### src/rtl/bsg_link_bonded_downstream.sv
// Bonded-link receive side: per-lane FIFOs joined into one wide word.
// Each lane also keeps a decimated credit token counter.
module bsg_link_bonded_downstream #(
    parameter int unsigned channel_width_p                 = 16,
    parameter int unsigned num_channels_p                  = 2,
    parameter int unsigned lg_fifo_depth_p                 = 3,
    parameter int unsigned lg_credit_to_token_decimation_p = 3
) (
    input  logic                                       clk_i,
    input  logic                                       reset_n_i,
    input  logic [num_channels_p-1:0]                  valid_i,
    input  logic [num_channels_p*channel_width_p-1:0]  data_i,
    output logic [num_channels_p-1:0]                  token_r_o,
    output logic [num_channels_p*channel_width_p-1:0]  data_o,
    output logic                                       valid_o,
    input  logic                                       yumi_i,
    output logic [num_channels_p-1:0]                  overflow_r_o
);
    localparam int unsigned depth = 1 << lg_fifo_depth_p;
    localparam int unsigned ptr_w = lg_fifo_depth_p;
    localparam int unsigned cnt_w = lg_fifo_depth_p + 1;
    localparam int unsigned tok_w = lg_credit_to_token_decimation_p + 1;
    localparam logic [cnt_w-1:0] full_cnt = cnt_w'(depth);

    logic [num_channels_p-1:0] not_empty;
    logic                      deq;

    // A bonded word exists only once the slowest lane has data.
    assign valid_o = &not_empty;
    assign deq     = yumi_i & valid_o;

    for (genvar c = 0; c < num_channels_p; c++) begin : g_lane
        logic [channel_width_p-1:0] mem [depth];
        logic [ptr_w-1:0]           rptr;
        logic [ptr_w-1:0]           wptr;
        logic [cnt_w-1:0]           cnt;
        logic [tok_w-1:0]           tok;
        logic                       ovf;
        logic                       full;
        logic                       enq;

        // A full lane still accepts when the same cycle pops a word.
        assign full         = (cnt == full_cnt);
        assign enq          = valid_i[c] & (~full | deq);
        assign not_empty[c] = (cnt != '0);
        assign data_o[c*channel_width_p +: channel_width_p] = mem[rptr];
        assign token_r_o[c]    = tok[tok_w-1];
        assign overflow_r_o[c] = ovf;

        always_ff @(posedge clk_i) begin
            if (reset_n_i && enq) begin
                mem[wptr] <= data_i[c*channel_width_p +: channel_width_p];
            end
        end

        always_ff @(posedge clk_i) begin
            if (!reset_n_i) begin
                rptr <= '0;
                wptr <= '0;
                cnt  <= '0;
                tok  <= '0;
                ovf  <= 1'b0;
            end else begin
                if (enq) begin
                    wptr <= wptr + ptr_w'(1);
                end
                if (deq) begin
                    rptr <= rptr + ptr_w'(1);
                    tok  <= tok + tok_w'(1);
                end
                if (enq && !deq) begin
                    cnt <= cnt + cnt_w'(1);
                end else if (!enq && deq) begin
                    cnt <= cnt - cnt_w'(1);
                end
                if (valid_i[c] && full && !deq) begin
                    ovf <= 1'b1;
                end
            end
        end
    end

endmodule
### config.mk
export PLATFORM = sky130hd
export DESIGN_NAME = bsg_link_bonded_downstream
export DESIGN_NICKNAME = d
export VERILOG_FILES = /design/src/rtl/bsg_link_bonded_downstream.sv
export SDC_FILE = /design/constraint.sdc
export NUM_CORES = 1
export LEC_CHECK = 0
export CAP_MARGIN = 20
export CORE_UTILIZATION = 40
export CTS_BUF_LIST = sky130_fd_sc_hd__clkbuf_2 sky130_fd_sc_hd__clkbuf_4 sky130_fd_sc_hd__clkbuf_8
export CTS_CLUSTER_DIAMETER = 30
export DETAILED_ROUTE_END_ITERATION = 8
export GPL_TIMING_DRIVEN = 0
export SYNTH_ARGS = -nofsm -noshare
export SYNTH_HDL_FRONTEND = slang
export SYNTH_SLANG_ARGS = --single-unit
### constraint.sdc
create_clock -name clk_i -period 2.7 [get_ports clk_i]
set_input_delay 0.405 -clock clk_i [delete_from_list [all_inputs] [get_ports clk_i]]
set_output_delay 0.405 -clock clk_i [all_outputs]
set_load 0.1 [all_outputs]
# --- After elaboration in Yosys (flattened, before gate mapping) ---
# Memories as Yosys holds them, arrays and structs flattened. A register that Yosys moved wholly into a read port is not among the register bits.
# Index checks and enable logic that the tools add are counted.
op_classes:
  add_sub_neg: 10
  eq_ne: 2
  mux: 12
  n_bitwise: 7
  reduce_logical: 18
ops:
  columns: ["cell", "count"]
  rows:
  - ["4-bit by 1-bit adder with 4-bit output, second input constant", 4]
  - ["4-bit 2-to-1 mux", 4]
  - ["3-bit by 1-bit adder with 3-bit output, second input constant", 4]
  - ["3-bit 2-to-1 mux", 4]
  - ["1-bit logical AND", 10]
  - ["4-bit == test, second input constant", 2]
  - ["4-bit nonzero test", 2]
  - ["4-bit by 1-bit subtractor with 4-bit output, second input constant", 2]
  - ["1-bit 2-to-1 mux", 4]
  - ["2-bit nonzero test", 2]
  - ["1-bit AND", 3]
  - ["1-bit logical NOT", 3]
  - ["1-bit inverter", 2]
  - ["1-bit bitwise OR", 2]
  - ["2-bit AND reduction", 1]
totals:
  register_bits: 30
  mem_bits_rw: 256
  in_bits: 37
  out_inout_bits: 37
  word_cells: 61
  memories: 2
memory_table:
  columns: ["name", "depth", "word_bits", "read_ports", "rd_clocked_by_memory_dff", "write_ports", "line", "rtl"]
  rows:
  - ["g_lane[0].mem", 8, 16, 1, 1, 1, "33", "logic [channel_width_p-1:0] mem [depth];"]
  - ["g_lane[1].mem", 8, 16, 1, 1, 1, "33", null]

# --- Logic depth before layout (Yosys ltp) ---
logic_depth:
  depth_word: 9
  ltp_mapped: 10

# --- Worst setup path before layout ---
# Ideal clock, no wire load.
synth_timing:
  path_type: "reg2reg"
  from: "reg g_lane[1].cnt[0]"
  to: "mem g_lane[0].mem[2][0], enable pin"
  arrival_time_ns: 2.183
  path_slack_ns: 0.108
  stages_incl_launch_ff: 5
  n_path_buf: 0
  synth_period_minus_slack_ns: 2.592
  cell_sequence: "dfxtp_1 -> o41ai_4 -> a21boi_2 -> nand3_1 -> nor3_1"
synth_between:
  elab_chain_cells: 8
synth_lines:
  columns: ["item", "line", "rtl"]
  rows:
  - ["start, declared", "36", "logic [cnt_w-1:0] cnt;"]
  - ["start signal, assigned", "72", "cnt <= cnt + cnt_w'(1);"]
  - ["start signal, assigned", "74", "cnt <= cnt - cnt_w'(1);"]
  - ["4-bit nonzero test", "45", "assign not_empty[c] = (cnt != '0);"]
  - ["2-bit AND reduction", "29", "assign valid_o = &not_empty;"]
  - ["1-bit AND", "30", "assign deq = yumi_i & valid_o;"]
  - ["1-bit bitwise OR", "44", "assign enq = valid_i[c] & (~full | deq);"]
  - ["1-bit AND", "44", null]
  - ["1-bit logical AND", "51", "if (reset_n_i && enq) begin"]
  - ["1-bit 2-to-1 mux", "51", null]
  - ["1-bit 2-to-1 mux (not written as such)", "52", "mem[wptr] <= data_i[c*channel_width_p +: channel_width_p];"]
  - ["end, declared", "33", null]
# Every way passes these cells.

==> flow_summary.toml <==
[clock_tree]
cts_tree = "built"
cts-root-buf = "clkbuf_8"
cts_hold_buf = 0
cts_made_buffers = 58
clkTransAtPathRegs_ns = 0.06
clock_latency_ns = 0.61
clock_sinks = 292
cts.path.max_buffers = 3
cts.htree.levels = 2

[yosys]
async_flop_share_pct = 0
post_synth_fa_ha_maj_area_fraction_pct = 1.667
synth.largest_area_cell = "edfxtp_1"
synth_top_family_by_area = "multiplexers"
synthCells = 569
synth-xor-area-share_pct = 0.9212
ys_ff_latch = 292
synth_flop_cell = "edfxtp_1"
seq_area_frac_synth_pct = 73.69
synth_compound_area_share_pct = 1.140
synth_mux_area_share_pct = 16.58
yosys_warnings = 0
synth.distinct_cells = 37
netlist_area_sq_um = 11410
synth_area_leaders = "edfxtp_1, mux4_2, dfxtp_1"
yosysTopAreaCellShare_pct = 67.38
synth_edf_count = 256
postSynthAreaPerCell_sq_um = 20.05
yosys.area_share.simple_pct = 4.573
syn_nets = 620

[pwr]
p_seq_share_pct = 35.2
powerDensity_nw_per_um2 = 1062
pwr-share-comb_pct = 30.2
power_switching_mw = 5.084
clockPowerShare_pct = 34.6
p_int_mw = 10.33
p_sw_share_pct = 32.98
leakagePower_nw = 4.860
ir_worst_vdd_v = 0.0008260

[global_route]
grt_pass1_wl_um = 35370
grt_max_degree = 19
grt_usage_pct = 16.45
antenna_found_initial = 1
grt_pass1_vias = 6315
grt_overflow = 0

[die]
die_x_um = 170.9
fp-row-count = 61
die_h_um = 170.9
dieArea_sq_um = 29200
ios = 74
start_util_pct = 40.84
core_sq_um = 27930

[sta]
fmax_mhz = 381.3
fin_crit_ns = 2.623
maxSlewHeadroom_pct = 35.18
timing.final.hold_violations = 0
timing.setup.tns_ns = 0
rsz0062_at_grt = "yes"
drv_slew = 0
hold_slack_ns = 0.4704
tightest_slew_ns = 0.9692
skew_ns = 0.02694
finalWorstSetupSlack_ns = 0.07709
setup_viol = 0
post-route-period-util_pct = 97.14

[worst_hold_path]
hp-class = "reg -> reg"

[placed_design]
place_congestion = 0.7550
post-dp-hpwl_um = 15040
place_ws_ns = -0.5434
numPortBuffers = 73
placed_cell_area_sq_um = 12910

[final_layout]
drive_gt1_share_pct = 39.84
antenna_cells = 0
layout.cells.most_common_list = "edfxtp_1, mux4_2, clkbuf_8"
utilization_pct = 51.96
finalNetCount = 772
fillCellCount = 2238
postLayoutCellArea_sq_um = 14520
area_growth_pct = 27.22
mostFrequentLayoutCell = "edfxtp_1"

[status]
status = "completed"

[drt]
drtAntennaViolNets = 0
drt_pass1_iterations = 5
wirelength_um = 22790
drt_iter0_markers = 374
avgViaCountPerCell = 5.059
dr_total_vias = 5798
drc = 0
routedWlPerCell_um = 19.89

[worst_setup_path]
start_kind = "register"
cp.arrival_ns = 2.22
ff2ff_setup_slack_ns = 0.15
path_max_fanout = 10
worstSetupPathType = "reg -> out"
crit_required_ns = 2.30
endpoint_kind = "primary output"

[flow_run]
max-cap-violations = 0
-- stage by stage --
stage               total power [mW]  instances
floorplan                      8.908        569
global placement               9.810       1020
detailed placement             9.963       1036
CTS                            15.41       1141
global route                   16.06       1146
finish                         15.42       1146
-- logic make-up after synthesis --
logic type / Yosys count
muxes: 105
and+or+nand+nor: 98
adders and majority gates: 14
DFF: 292
xor gates and xnor gates: 12
AOI/OAI and AO/OA: 16
buffers and inverters: 32
-- power by group through the flow --
| stage | registers [mW] | clock network, mW | logic (mW) |
|---|---|---|---|
| 2_1_floorplan | 5.41 | 0 | 3.50 |
| 3_3_place_gp | 5.43 | 0 | 4.38 |
| 3_5_place_dp | 5.45 | 0 | 4.51 |
| 4_1_cts | 5.43 | 5.44 | 4.54 |
| 5_1_grt | 5.46 | 5.67 | 4.93 |
| 6_report | 5.43 | 5.33 | 4.66 |
-- Yosys cell counts (9+ instances only) --
cell type  instances
edfxtp_1         256
mux4_2            64
dfxtp_1           36
mux2_2            32
nand2_1           25
nand3_1           16
and2_1            14
clkbuf_1          12
ha_1              12
nor2_1            12
buf_4             10
nand2b_1          10
nor3_1            10
mux2i_1            9
-- registers in the layout, indices dropped and copies added (netlist names), named ones only --
| name | cells |
|---|---|
| g_lane.mem | 256 |
| g_lane.rptr | 6 |
| g_lane.cnt | 8 |
| g_lane.wptr | 6 |
| g_lane.ovf | 2 |
| g_lane.tok | 8 |
-- final cells by class --
class,instances,area (sq um),area share [%]
multi-input cells,245,2938,20.24
inverters,3,16.27,0.1121
repair buffers,96,998.5,6.879
well taps,378,473.0,3.258
flip-flops and latches,292,8418,57.99
clock buffers,73,910.9,6.275
plain buffers,25,236.5,1.629
clock inverters,34,524.3,3.612
-- metal layers --
metal | up-vias | part of all wire, % | GRT usage [%]
met1 | 3022 | 43 | 21.03
met3 | 28 | 4.5 | 4.025
met2 | 132 | 51 | 27.65
li1 | 2614 | - | -
met4 | 2 | 1.3 | 5.163
met5 | - | 0.075 | 0
-- path summary, 6_finish.rpt --
kind / from / end / depth (start not counted)
worst min register to register: g_lane[0].rptr[1] / register / 2
worst min-delay path: g_lane[0].rptr[1] / register / 2
worst max register to register: g_lane[1].cnt[2] / g_lane[0].cnt[3] / 11
worst max-delay path: register / data_o[17] / 4
-- critical path, stage by stage (launching register included) --
cell and delay (ns):
dfxtp_4 0.41, buf_12 0.17, mux4_2 0.50, mux2_2 0.30
buf_4 0.24
-- timing repair --
action | 4_1_cts | 5_1_grt
resized for setup | 231 | 29
hold endpoints to repair | 0 | 0
pin swaps | 1 | 2
setup buffers | 2 | 5
endpoints found under the setup margin | 35 | 52
cloned | 0 | 0
Note: power is estimated with default switching activity, not from simulation.
